<file path="src/rtl/uart_pkg.sv">
// Shared encodings for the UART TX frame controller: FSM states, parity types, line levels.
package uart_pkg;
  localparam logic [2:0] ST_IDLE   = 3'd0;
  localparam logic [2:0] ST_START  = 3'd1;
  localparam logic [2:0] ST_DATA   = 3'd2;
  localparam logic [2:0] ST_PARITY = 3'd3;
  localparam logic [2:0] ST_STOP1  = 3'd4;
  localparam logic [2:0] ST_STOP2  = 3'd5;
  localparam logic [2:0] ST_BRK    = 3'd6;

  localparam logic PAR_EVEN   = 1'b0;
  localparam logic PAR_ODD    = 1'b1;
  localparam logic LINE_IDLE  = 1'b1;
  localparam logic LINE_START = 1'b0;

  function automatic int max2(input int a, input int b);
    return (a > b) ? a : b;
  endfunction
endpackage

</file>
<file path="src/rtl/uart_tx_parity_calc.sv">
// Parity for one TX word: XOR reduction of the data, inverted for odd parity.
module uart_tx_parity_calc
  import uart_pkg::*;
#(
  parameter int DATA_WIDTH = 8
) (
  input  logic [DATA_WIDTH-1:0] data,
  input  logic                  par_typ,
  output logic                  par
);
  assign par = (^data) ^ (par_typ == PAR_ODD);
endmodule

</file>
<file path="src/rtl/uart_tx_frame_ctrl.sv">
// UART TX frame controller: handshake, start/data/parity/stop sequencing, registered line output.
// Optional line-break generation is compiled in with `define UART_TX_BREAK_EN.
module uart_tx_frame_ctrl
  import uart_pkg::*;
#(
  parameter int DATA_WIDTH = 8,
  parameter int BREAK_LEN  = 13
) (
  input  logic                  CLK,
  input  logic                  RST,
  input  logic [DATA_WIDTH-1:0] P_DATA,
  input  logic                  Data_valid,
  input  logic                  PAR_EN,
  input  logic                  PAR_TYP,
  input  logic                  STOP2,
`ifdef UART_TX_BREAK_EN
  input  logic                  BREAK_REQ,
`endif
  output logic                  Data_accept,
  output logic                  TX_OUT,
  output logic                  busy
);
  localparam int CW = $clog2(max2(DATA_WIDTH, BREAK_LEN));
  localparam logic [CW-1:0] DATA_LAST = CW'(DATA_WIDTH - 1);
  localparam logic [CW-1:0] BRK_LAST  = CW'(BREAK_LEN - 1);

  logic [2:0]            state, state_nxt;
  logic [CW-1:0]         cnt, cnt_nxt;
  logic [DATA_WIDTH-1:0] data_q, data_sh;
  logic                  par_en_q, stop2_q, par_q, par_calc;
  logic                  tx_nxt, busy_nxt;
  logic                  win, brk_req, brk_go;
  logic [2:0]            tail_nxt;

`ifdef UART_TX_BREAK_EN
  assign brk_req = BREAK_REQ;
`else
  assign brk_req = 1'b0;
`endif

  // Accept window: idle, or the last stop cycle so frames can run back-to-back.
  assign win         = (state == ST_IDLE) || (state == ST_STOP1 && !stop2_q) || (state == ST_STOP2);
  assign brk_go      = win && brk_req;
  assign Data_accept = Data_valid && win && !brk_req;
  assign tail_nxt    = brk_go ? ST_BRK : (Data_accept ? ST_START : ST_IDLE);

  uart_tx_parity_calc #(.DATA_WIDTH(DATA_WIDTH)) u_par (
    .data    (P_DATA),
    .par_typ (PAR_TYP),
    .par     (par_calc)
  );

  always_ff @(posedge CLK or negedge RST) begin
    if (!RST) begin
      state    <= ST_IDLE;
      cnt      <= '0;
      data_q   <= '0;
      par_en_q <= 1'b0;
      stop2_q  <= 1'b0;
      par_q    <= 1'b0;
      TX_OUT   <= LINE_IDLE;
      busy     <= 1'b0;
    end else begin
      state  <= state_nxt;
      cnt    <= cnt_nxt;
      TX_OUT <= tx_nxt;
      busy   <= busy_nxt;
      if (Data_accept) begin
        data_q   <= P_DATA;
        par_en_q <= PAR_EN;
        stop2_q  <= STOP2;
        par_q    <= par_calc;
      end else if (brk_go) begin
        stop2_q  <= STOP2;
      end
    end
  end

  // Counter only runs in DATA and BRK; it is zero on entry to either.
  always_comb begin
    state_nxt = ST_IDLE;
    cnt_nxt   = '0;
    case (state)
      ST_IDLE:   state_nxt = tail_nxt;
      ST_START:  state_nxt = ST_DATA;
      ST_DATA: begin
        if (cnt == DATA_LAST) state_nxt = par_en_q ? ST_PARITY : ST_STOP1;
        else begin
          state_nxt = ST_DATA;
          cnt_nxt   = cnt + 1'b1;
        end
      end
      ST_PARITY: state_nxt = ST_STOP1;
      ST_STOP1:  state_nxt = stop2_q ? ST_STOP2 : tail_nxt;
      ST_STOP2:  state_nxt = tail_nxt;
`ifdef UART_TX_BREAK_EN
      ST_BRK: begin
        if (cnt == BRK_LAST) state_nxt = ST_STOP1;
        else begin
          state_nxt = ST_BRK;
          cnt_nxt   = cnt + 1'b1;
        end
      end
`endif
      default:   state_nxt = ST_IDLE;
    endcase
  end

  // Line level is computed for the state being entered, so TX_OUT tracks the state register.
  assign data_sh = data_q >> cnt_nxt;

  always_comb begin
    tx_nxt   = LINE_IDLE;
    busy_nxt = (state_nxt != ST_IDLE);
    case (state_nxt)
      ST_START:  tx_nxt = LINE_START;
      ST_DATA:   tx_nxt = data_sh[0];
      ST_PARITY: tx_nxt = par_q;
      ST_STOP1:  tx_nxt = LINE_IDLE;
      ST_STOP2:  tx_nxt = LINE_IDLE;
`ifdef UART_TX_BREAK_EN
      ST_BRK:    tx_nxt = LINE_START;
`endif
      default:   tx_nxt = LINE_IDLE;
    endcase
  end
endmodule

</file>
<file path="config.mk">
export PLATFORM = sky130hd
export DESIGN_NAME = uart_tx_frame_ctrl
export DESIGN_NICKNAME = d
export VERILOG_FILES = /design/src/rtl/uart_pkg.sv /design/src/rtl/uart_tx_parity_calc.sv /design/src/rtl/uart_tx_frame_ctrl.sv
export SDC_FILE = /design/constraint.sdc
export NUM_CORES = 1
export LEC_CHECK = 0
export CORE_MARGIN = 3
export CORE_UTILIZATION = 45
export DETAILED_ROUTE_END_ITERATION = 6
export GPL_TIMING_DRIVEN = 1
export PLACE_DENSITY = 0.64
export SLEW_MARGIN = 20
export SYNTH_ARGS = -nofsm -noshare
export SYNTH_HDL_FRONTEND = slang
export SYNTH_SLANG_ARGS = --single-unit
</file>
<file path="constraint.sdc">
create_clock -name CLK -period 2.87 [get_ports CLK]
set_clock_uncertainty 0.2 [all_clocks]
set_input_delay 0.7175 -clock CLK [delete_from_list [all_inputs] [get_ports CLK]]
set_output_delay 0.7175 -clock CLK [all_outputs]
set_load 0.03 [all_outputs]
</file>
After elaboration in Yosys (flattened, before gate mapping)

Cells that the tools add are included.

Register bits: 20
Bits of input ports: 14
Output and inout bits: 3
Logic and storage cells: 37

Add/subtract/negate cells: 1
Eq/ne operators: 9
Shift-type cells: 1
Mux-type cells: 8
Bitwise logic cells: 1
Reductions and logical operators: 9

Operators with widths:

| kind                                                                   | count |
|---|---|
| 3-bit case mux with 5 select lines                                     | 1 |
| 3-bit by 2-bit equality test with 1-bit output (second input constant) | 4 |
| 3-bit two-way mux                                                      | 3 |
| 4-bit two-way mux                                                      | 2 |
| 8-bit parity                                                           | 1 |
| 8-bit by 4-bit right shift with 1-bit output                           | 1 |
| 3-bit by 1-bit equality test with 1-bit output (second input constant) | 2 |
| 3-bit equality test (second input constant)                            | 2 |
| 4-bit by 1-bit adder with 4-bit output (second input constant)         | 1 |
| 4-bit by 3-bit equality test with 1-bit output (second input constant) | 1 |
| 3-bit zero test                                                        | 1 |
| 1-bit case mux with 3 select lines                                     | 1 |
| 3-bit nonzero test                                                     | 1 |
| 1-bit logical AND                                                      | 2 |
| 1-bit logical OR                                                       | 2 |
| 2-bit OR reduction                                                     | 1 |
| 1-bit zero test                                                        | 1 |
| 1-bit two-way mux                                                      | 1 |
| 1-bit bitwise XOR                                                      | 1 |

Logic depth before layout (Yosys ltp)

Gate-level depths: netlist (run 1).

Depth after elaboration: 10
Depth in mapped cells: 7
Mapped depth without buffers: 6

By module

Synthesis (run 1) repeated with hierarchy kept, for this count alone.

Cell total of the unflattened synthesis: 93
Area total of the unflattened synthesis: 1143.6 sq um

By module, submodules not included:

| module              | times used | cells an instance | area an instance (sq um) | seq. area each (sq um) |
|---|---|---|---|---|
| uart_tx_frame_ctrl  | 1          | 86                | 1061.0                   | 501.7 |
| uart_tx_parity_calc | 1          | 7                 | 82.6                     | 0.0 |

Worst setup path before layout (run 1)

No wires, ideal clock.

Path type: input-to-output
Start: input port Data_valid
End: output port Data_accept
Data arrival time: 1.618 ns
Data required time: 1.952 ns
Path slack: 0.334 ns
Stages: 4
Path through: or4b_1 -> buf_2 -> buf_6 -> inv_1

Word-level cells in the longest chain between the ends: 1

Ends and longest elaborated chain:

| item              | RTL line                 | RTL |
|---|---|---|
| start, declared   | uart_tx_frame_ctrl.sv:12 | `input logic Data_valid,` |
| 1-bit logical AND | uart_tx_frame_ctrl.sv:44 | `assign Data_accept = Data_valid && win && !brk_req;` |
| end, declared     | uart_tx_frame_ctrl.sv:19 | `output logic Data_accept,` |

Every way passes these cells.

Worst setup path in the final report (run 1)

Ends and elaborated chain as after synthesis.

==> results of run 1 <==
-- worst max-delay path, cell delays in order --
cell,delay [ns]
sky130_fd_sc_hd__clkdlybuf4s50_1,0.47
sky130_fd_sc_hd__or4b_1,0.47
sky130_fd_sc_hd__inv_1,0.08
sky130_fd_sc_hd__buf_4,0.15
-- logic make-up after synthesis --
group	Yosys count	share of synthesized area, %
AOI/OAI and AO/OA	15	9.08
xor gates and xnor gates	9	6.98
adders and majority gates	1	1.11
buffers and inverters	8	4.43
DFF	20	44.4
muxes	15	17.9
and+or+nand+nor	28	16.1
-- state kept, by name (all words and copies together) (netlist names) --
name	flops
data_q	8
cnt	4
state	3
TX_OUT	1
busy	1
par_en_q	1
par_q	1
stop2_q	1
-- path summary, 6_finish.rpt --
path / slack (ns) / cells past startpoint / from / to
min in group asynchronous: 0.54 / 2 / RST / data_q[2]
worst min-delay path: 0.29 / 2 / par_q / par_q
worst max-delay path: 0.07 / 4 / Data_valid / Data_accept
max in group asynchronous: 1.67 / 2 / RST / TX_OUT
worst min register to register: 0.29 / 2 / par_q / par_q
worst max register to register: 0.49 / 5 / state[1] / TX_OUT
-- Yosys cell counts (all sizes together), types with 2 or more instances --
cell type,instances,area [sq um]
mux2,11,150
o22ai,2,12.5
o21ai,3,15.0
nand2,3,11.3
dfrtp,19,475
nand3,3,15.0
mux2i,3,30.0
a31oi,2,12.5
xnor2,8,70.1
nor2b,2,12.5
inv,4,15.0
a21oi,2,10.0
nor3,2,10.0
nor2,7,42.5
o211ai,2,20.0
nand2b,3,18.8
buf,4,35.0
-- area by class of cell --
cell class / count / share of cell area [%]
Multi-Input combinational cell: 68 / 42.9
Sequential cell: 20 / 37.3
Timing Repair Buffer: 19 / 13.4
Clock buffer: 4 / 2.70
Tap cell: 28 / 2.60
Inverter: 4 / 1.12
-- layer usage --
| layer | vias to the layer above | track usage (%) |
|---|---|---|
| met5 | - | 0 |
| met4 | 0 | 7.12 |
| met3 | 5 | 2.32 |
| met2 | 25 | 19.4 |
| met1 | 371 | 19.8 |
| li1 | 381 | - |
-- power by group --
| part | leakage (uW) | total [uW] | switching [uW] | internal (uW) |
|---|---|---|---|---|
| clock network | 0.0000210 | 165 | 87.7 | 77.5 |
| registers | 0.000245 | 529 | 118 | 411 |
| logic | 0.000327 | 615 | 280 | 335 |
-- per-stage QoR --
step / setup slack [ns] / hold slack, ns / std cells
final: 0.0670 / 0.290 / 143
after CTS: 0.0495 / 0.297 / 143
after floorplan: 0.334 / 0.222 / 96
after global placement: 0.0465 / 0.265 / 139
after global routing: 0.0138 / 0.337 / 143
after detailed placement: 0.0658 / 0.270 / 139
==> results.toml, run 1 <==
[run_status]
run_status = "completed"

[cells_and_area]
multi_input_comb_area_sq_um = 578
antenna_cells_inserted = 0
post-route-util_pct = 58.6
synthToLayoutAreaGrowth_pct = 19.2
num-fill-cells = 198
layout-drive-gt1-share_pct = 21.7
layout.cells.most_common_list = "sky130_fd_sc_hd__dfrtp_1, sky130_fd_sc_hd__clkdlybuf4s50_1, sky130_fd_sc_hd__xnor2_1"
nets = 131
mostFrequentLayoutCell = "sky130_fd_sc_hd__dfrtp_1"
register_area_sq_um = 502
layout.cell_area.non_filler_sq_um = 1350

[die]
fp.dieW_um = 56.1
core_area_sq_um = 2300
floorplan.io_pins = 17
fp.dieH_um = 56.1
floorplan.initialDensity_pct = 49.2
rows = 17
die_area_sq_um = 3150

[timing]
final.setup.tns_ns = 0
period_share_pct = 97.7
tightestPinTransition_ns = 0.476
setup_violations = 0
period_minus_slack_ns = 2.80
slew_violations = 0
report.final.hold_viol_count = 0
setup_repair_after_global_routing_missed_its_margin = "no"
fmaxAchievable_mhz = 357
relSlewSlack_pct = 67.8

[synth]
synth-edff-count = 0
yosysWarningCount = 0
synth-main-ff-cell = "sky130_fd_sc_hd__dfrtp_1"
yosys_reg_bits = 20
syn-mean-instance-area_sq_um = 11.8
syn-instance-count = 96
synth.net_count = 111
post_synth_instance_area_sq_um = 1130
sequential_cell_area_fraction_in_the_yosys_report_pct = 44.4
async_s_r_ff_share_synth_pct = 100
synth.distinct_cells = 38

[pwr]
max-vdd-ir-drop_mv = 0.547
power_density_nw_per_um2 = 973
leakagePower_uw = 0.000592
post-layout-total-power_uw = 1310

[critical_path]
crit_fanout = 2
crit_end_element = "output pin"
worstSetupPathType = "input pin to output pin"
setup.worst_path.start_class = "input pin"
cp_data_arrival_time_ns = 1.89
crit_required_ns = 1.95

[global_route]
grt_pass1_wl_um = 3390
grt.overflow.total = 0
grt_usage_pct = 13.7
antenna_violations_before_repair = 0
via_count_of_the_first_global_routing_pass = 745
grt_start_max_net_pins = 21

[drt]
firstDrtPassIters = 4
met1Wirelength_um = 967
drcViolationCount = 0
ant_nets = 0
finalWirelength_um = 1970
met2_length_um = 853
detail_route_met3_wl_um = 97
avgRoutedWirePerCell_um = 13.8
dr.max_layer_used = "met4"
vias_per_cell = 5.47
route.vias.total = 782
drtIter0Drc = 21

[clock_tree]
cts_max_level = 1
cts_tree = "done"
cts_hold_buf = 0
tritoncts.num_buffers = 3
clk_latency_ns = 0.30
clkTransAtPathRegs_ns = 0.11
ctsResizeCount = 0
cts.sink_count = 20
buffers_inserted_by_post_cts_timing_repair = 0
clockRootBuffer = "sky130_fd_sc_hd__clkbuf_4"
max-clock-path-buffers = 2

[placed_design]
place.gp.congestion = 0.751
hpwlAfterDp_um = 1500
port_buffers = 16
detailed_place.area_sq_um = 1310

[min_path]
min-delay-path-class = "register to register"

[run]
max-cap-violations = 0
Power figures use the tool's default switching activity.
==> run 2, diff against run 1 <==
Settings changed: PLACE_DENSITY 0.64 to 0.68.
==> results.toml, run 2 (same netlist as run 1, synthesis figures left out) <==
[run_status]
run_status = "completed"

[clock_tree]
tritoncts.num_buffers = 3
buffers_inserted_by_post_cts_timing_repair = 0
cts.sink_count = 20
cts_hold_buf = 0
ctsResizeCount = 0
clk_latency_ns = 0.30
cts_max_level = 1
clockRootBuffer = "sky130_fd_sc_hd__clkbuf_4"
max-clock-path-buffers = 2
cts_tree = "done"
clkTransAtPathRegs_ns = 0.11

[cells_and_area]
layout.cells.most_common_list = "sky130_fd_sc_hd__dfrtp_1, sky130_fd_sc_hd__clkdlybuf4s50_1, sky130_fd_sc_hd__xnor2_1"
antenna_cells_inserted = 0
synthToLayoutAreaGrowth_pct = 18.6
layout-drive-gt1-share_pct = 21.7
num-fill-cells = 203
largest_register_ffs = 8
biggestRegsByFlops = "data_q (8), cnt (4), state (3)"
nets = 131
mostFrequentLayoutCell = "sky130_fd_sc_hd__dfrtp_1"
largest_register_by_flop_count = "data_q"

[timing]
slew_violations = 0
final.setup.tns_ns = 0
period_minus_slack_ns = 2.83
period_share_pct = 98.5
setup_repair_after_global_routing_missed_its_margin = "no"
report.final.hold_viol_count = 0
tightestPinTransition_ns = 0.430
relSlewSlack_pct = 71.3
fmaxAchievable_mhz = 354
setup_violations = 0

[pwr]
sw_frac_of_total_pct = 37.7
power_density_nw_per_um2 = 963
share_clk_of_total_power_pct = 11.1
post-layout-total-power_uw = 1290
max-vdd-ir-drop_mv = 0.485
switchingPower_uw = 486
power_frac_seq_pct = 41.2
leakagePower_uw = 0.000587
cell_internal_pwr_uw = 804
combinationalPowerShare_pct = 47.7

[global_route]
grt_pass1_wl_um = 3420
via_count_of_the_first_global_routing_pass = 774
grt_usage_pct = 13.8
grt.overflow.total = 0
antenna_violations_before_repair = 0
grt_start_max_net_pins = 21

[critical_path]
cp-endpoint = "Data_accept"
crit_path_top_delay_cell = "sky130_fd_sc_hd__clkdlybuf4s50_1"
crit_path_cell_trace = "clkdlybuf4s50_1 > or4b_4 > inv_1 > buf_4"
crit_required_ns = 1.95
cp_data_arrival_time_ns = 1.91
reg_to_reg_critical_path_endpoint = "TX_OUT"
worstSetupPathType = "input pin to output pin"
setup.worst_path.start_class = "input pin"
crit_end_element = "output pin"
ff2ff_setup_slack_ns = 0.55
crit_fanout = 3
reg2reg_from = "state[1]"
rr_worst_depth = 5
crit_path_start = "Data_valid"
slowest_stage_delay_cp_ns = 0.50

[run]
max-cap-violations = 0

[drt]
drtIter0Drc = 10
firstDrtPassIters = 4
ant_nets = 0
finalWirelength_um = 2040
route.vias.total = 792
avgRoutedWirePerCell_um = 14.2
drcViolationCount = 0
vias_per_cell = 5.54

[placed_design]
port_buffers = 16
place.gp.congestion = 0.764
hpwlAfterDp_um = 1480

[die]
floorplan.io_pins = 17
fp.dieW_um = 56.1
die_area_sq_um = 3150
floorplan.initialDensity_pct = 49.2
rows = 17
core_area_sq_um = 2300
fp.dieH_um = 56.1

[min_path]
min-delay-path-class = "register to register"
==> run 2: cell counts in the layout (fill, tap and decap cells not counted) <==
Identical to the previous run, type by type.
==> run 2: area by class of cell <==
cell class	count	area [sq um]	area share, %
clock buffers	4	26.3	1.96
well taps	28	35.0	2.61
multi-input cells	68	582	43.4
flip-flops and latches	20	502	37.4
repair buffers	19	180	13.4
inverters	4	15.0	1.12
==> run 2: worst max-delay path, delay by kind of cell <==
family / cells / cell delay (ns)
simple gates: 1 / 0.47
buf+inv: 3 / 0.72
==> run 2: per-stage QoR <==
| step | worst slack [ns] | hold WS [ns] | instance area (sq um) | cells | util (%) |
|---|---|---|---|---|---|
| detailed placement | 0.0396 | 0.282 | 1310 | 139 | 57.0 |
| finish | 0.0418 | 0.307 | 1340 | 143 | 58.3 |
| CTS | 0.0305 | 0.307 | 1340 | 143 | 58.2 |
| global route | 0.00109 | 0.334 | 1340 | 143 | 58.3 |
| floorplan | 0.334 | 0.222 | 1130 | 96 | - |
| global placement | 0.0224 | 0.271 | 1310 | 139 | 57.0 |
==> run 2: routing by layer <==
layer	part of all wire (%)	up-vias	global-route usage [%]
li1	-	382	-
met1	47	388	18.1
met2	46	16	20.7
met3	4.6	6	3.48
met4	1.9	0	7.46
met5	0	-	0
==> run 2: how the worst min path moves through the flow <==
stage                 end  slack (ns)  cells after the start   from
floorplan            busy        0.22                      0    RST
global placement    par_q        0.27                      2  par_q
detailed placement  par_q        0.28                      2  par_q
CTS                 par_q        0.31                      2  par_q
global route        par_q        0.33                      2  par_q
finish              par_q        0.31                      2  par_q
==> run 2: power groups by stage <==
stage	clock network [uW]	registers, uW	logic [uW]
floorplan	0	515	515
global placement	0	527	607
detailed placement	0	533	614
CTS	146	528	614
global route	160	547	667
finish	143	532	616
==> run 3, diff against run 2 <==
--- a/config.mk
+++ b/config.mk
@@ -8,6 +8,7 @@
 export CORE_MARGIN = 3
-export CORE_UTILIZATION = 45
+export CORE_UTILIZATION = 52
 export DETAILED_ROUTE_END_ITERATION = 6
 export GPL_TIMING_DRIVEN = 1
-export PLACE_DENSITY = 0.68
+export PLACE_DENSITY = 0.77
+export SKIP_CTS_REPAIR_TIMING = 1
 export SLEW_MARGIN = 20
==> constraint.sdc (replaced) <==
create_clock -name CLK -period 2.87 [get_ports CLK]
set_clock_uncertainty 0.2 [all_clocks]
set_input_delay 0.287 -clock CLK [delete_from_list [all_inputs] [get_ports CLK]]
set_output_delay 0.287 -clock CLK [all_outputs]
set_load 0.03 [all_outputs]
==> results.toml, run 3 (same netlist as run 1, synthesis figures left out) <==
[run_status]
run_status = "completed"

[die]
rows = 16
fp.dieH_um = 52.6
die_area_sq_um = 2770
floorplan.io_pins = 17
floorplan.initialDensity_pct = 56.4
fp.dieW_um = 52.6
core_area_sq_um = 2000

[drt]
route.vias.total = 787
vias_per_cell = 5.66
finalWirelength_um = 2040
ant_nets = 0
drtIter0Drc = 17
firstDrtPassIters = 4
avgRoutedWirePerCell_um = 14.7
drcViolationCount = 0

[timing]
final.setup.tns_ns = 0
setup_violations = 0
slew_violations = 0
report.final.hold_viol_count = 0
tightestPinTransition_ns = 0.866
period_share_pct = 88.5
fmaxAchievable_mhz = 394
period_minus_slack_ns = 2.54
worst_hold_slack_ns = 0.268
setup_repair_after_global_routing_missed_its_margin = "no"
relSlewSlack_pct = 42.1
fin_ws_ns = 0.330

[pwr]
power_density_nw_per_um2 = 970
post-layout-total-power_uw = 1270
share_clk_of_total_power_pct = 10.6
power_frac_seq_pct = 41.5
switchingPower_uw = 480
sw_frac_of_total_pct = 37.7
leakagePower_uw = 0.000572
max-vdd-ir-drop_mv = 0.499
cell_internal_pwr_uw = 793
combinationalPowerShare_pct = 47.9

[placed_design]
place.gp.congestion = 0.797
pre_cts_slack_ns = 0.476
port_buffers = 16
dp_cells = 135
hpwlAfterDp_um = 1570

[cells_and_area]
layout-drive-gt1-share_pct = 18.8
stdcell_count = 139
biggestRegsByFlops = "data_q (8), cnt (4), state (3)"
largest_register_by_flop_count = "data_q"
synthToLayoutAreaGrowth_pct = 16.2
mostFrequentLayoutCell = "sky130_fd_sc_hd__dfrtp_1"
layout.cells.most_common_list = "sky130_fd_sc_hd__dfrtp_1, sky130_fd_sc_hd__clkdlybuf4s50_1, sky130_fd_sc_hd__xnor2_1"
num-fill-cells = 180
antenna_cells_inserted = 0
largest_register_ffs = 8
nets = 128

[critical_path]
crit_fanout = 13
ff2ff_setup_slack_ns = 0.55
crit_end_element = "output pin"
worstSetupPathType = "register to output pin"
rr_worst_depth = 5
crit_path_cell_trace = "nand2_1 > nor2_1 > or4b_1 > inv_1 > buf_4"
crit_path_top_delay_cell = "sky130_fd_sc_hd__or4b_1"
slowest_stage_delay_cp_ns = 0.83
setup.worst_path.start_class = "register"
crit_required_ns = 2.38
cp_data_arrival_time_ns = 2.05
reg_to_reg_critical_path_endpoint = "TX_OUT"
reg2reg_from = "state[0]"

[global_route]
grt_usage_pct = 18.9
antenna_violations_before_repair = 0
grt_start_max_net_pins = 21
via_count_of_the_first_global_routing_pass = 811
grt.overflow.total = 0
grt_pass1_wl_um = 3750

[clock_tree]
clk_latency_ns = 0.30
cts_max_level = 1
clkTransAtPathRegs_ns = 0.11
clockRootBuffer = "sky130_fd_sc_hd__clkbuf_4"
cts_tree = "done"
tritoncts.num_buffers = 3
cts.sink_count = 20
max-clock-path-buffers = 2

[run]
max-cap-violations = 0

[min_path]
min-delay-path-class = "input pin to async pin"
==> run 3: changes by cell type in the layout (fill, tap and decap cells not counted), sizes merged <==
cell	before	now
buf	4	1
==> run 3: worst max-delay path by stage <==
stage                    start          end  slack [ns]  cells past startpoint
finish                state[2]  Data_accept        0.33                      5
global route          state[2]  Data_accept        0.14                      5
CTS                   state[2]  Data_accept        0.31                      5
detailed placement  Data_valid  Data_accept        0.48                      4
global placement    Data_valid  Data_accept        0.48                      4
floorplan             state[0]       TX_OUT        0.80                      6
==> run 3: critical path: cells and delay by family, from the launching register on <==
kind | cells | cell delay (ns)
simple gates | 3 | 0.99
flops | 1 | 0.47
buf+inv | 2 | 0.30
==> run 3: power groups by stage <==
stage	registers, uW	clock network [uW]	logic [uW]
after floorplan	515	0	515
after global placement	524	0	595
after detailed placement	532	0	610
after CTS	526	144	613
after global routing	549	157	672
final	528	135	609
==> run 3: stage by stage <==
| stage | util [%] | instance area (sq um) |
|---|---|---|
| 5_1_grt | 65.6 | 1310 |
| 3_3_place_gp | 64.3 | 1290 |
| 2_1_floorplan | - | 1130 |
| 4_1_cts | 65.6 | 1310 |
| 6_report | 65.6 | 1310 |
| 3_5_place_dp | 64.3 | 1290 |
==> run 3: routing by layer <==
| layer | share of wire (%) | vias to the layer above | track usage (%) | wire (um) |
|---|---|---|---|---|
| li1 | - | 377 | - | - |
| met1 | 44 | 389 | 24.8 | 890 |
| met2 | 51 | 16 | 30.2 | 1030 |
| met3 | 3.6 | 5 | 2.85 | 74 |
| met4 | 2.1 | 0 | 9.36 | 42 |
| met5 | 0 | - | 0 | 0 |
==> run 3: cell type report <==
class	instances	area, sq um	share of cell area (%)
multi-input cells	68	578	44.0
flip-flops and latches	20	502	38.2
repair buffers	16	158	12.0
well taps	27	33.8	2.57
clock buffers	4	26.3	2.00
inverters	4	15.0	1.14
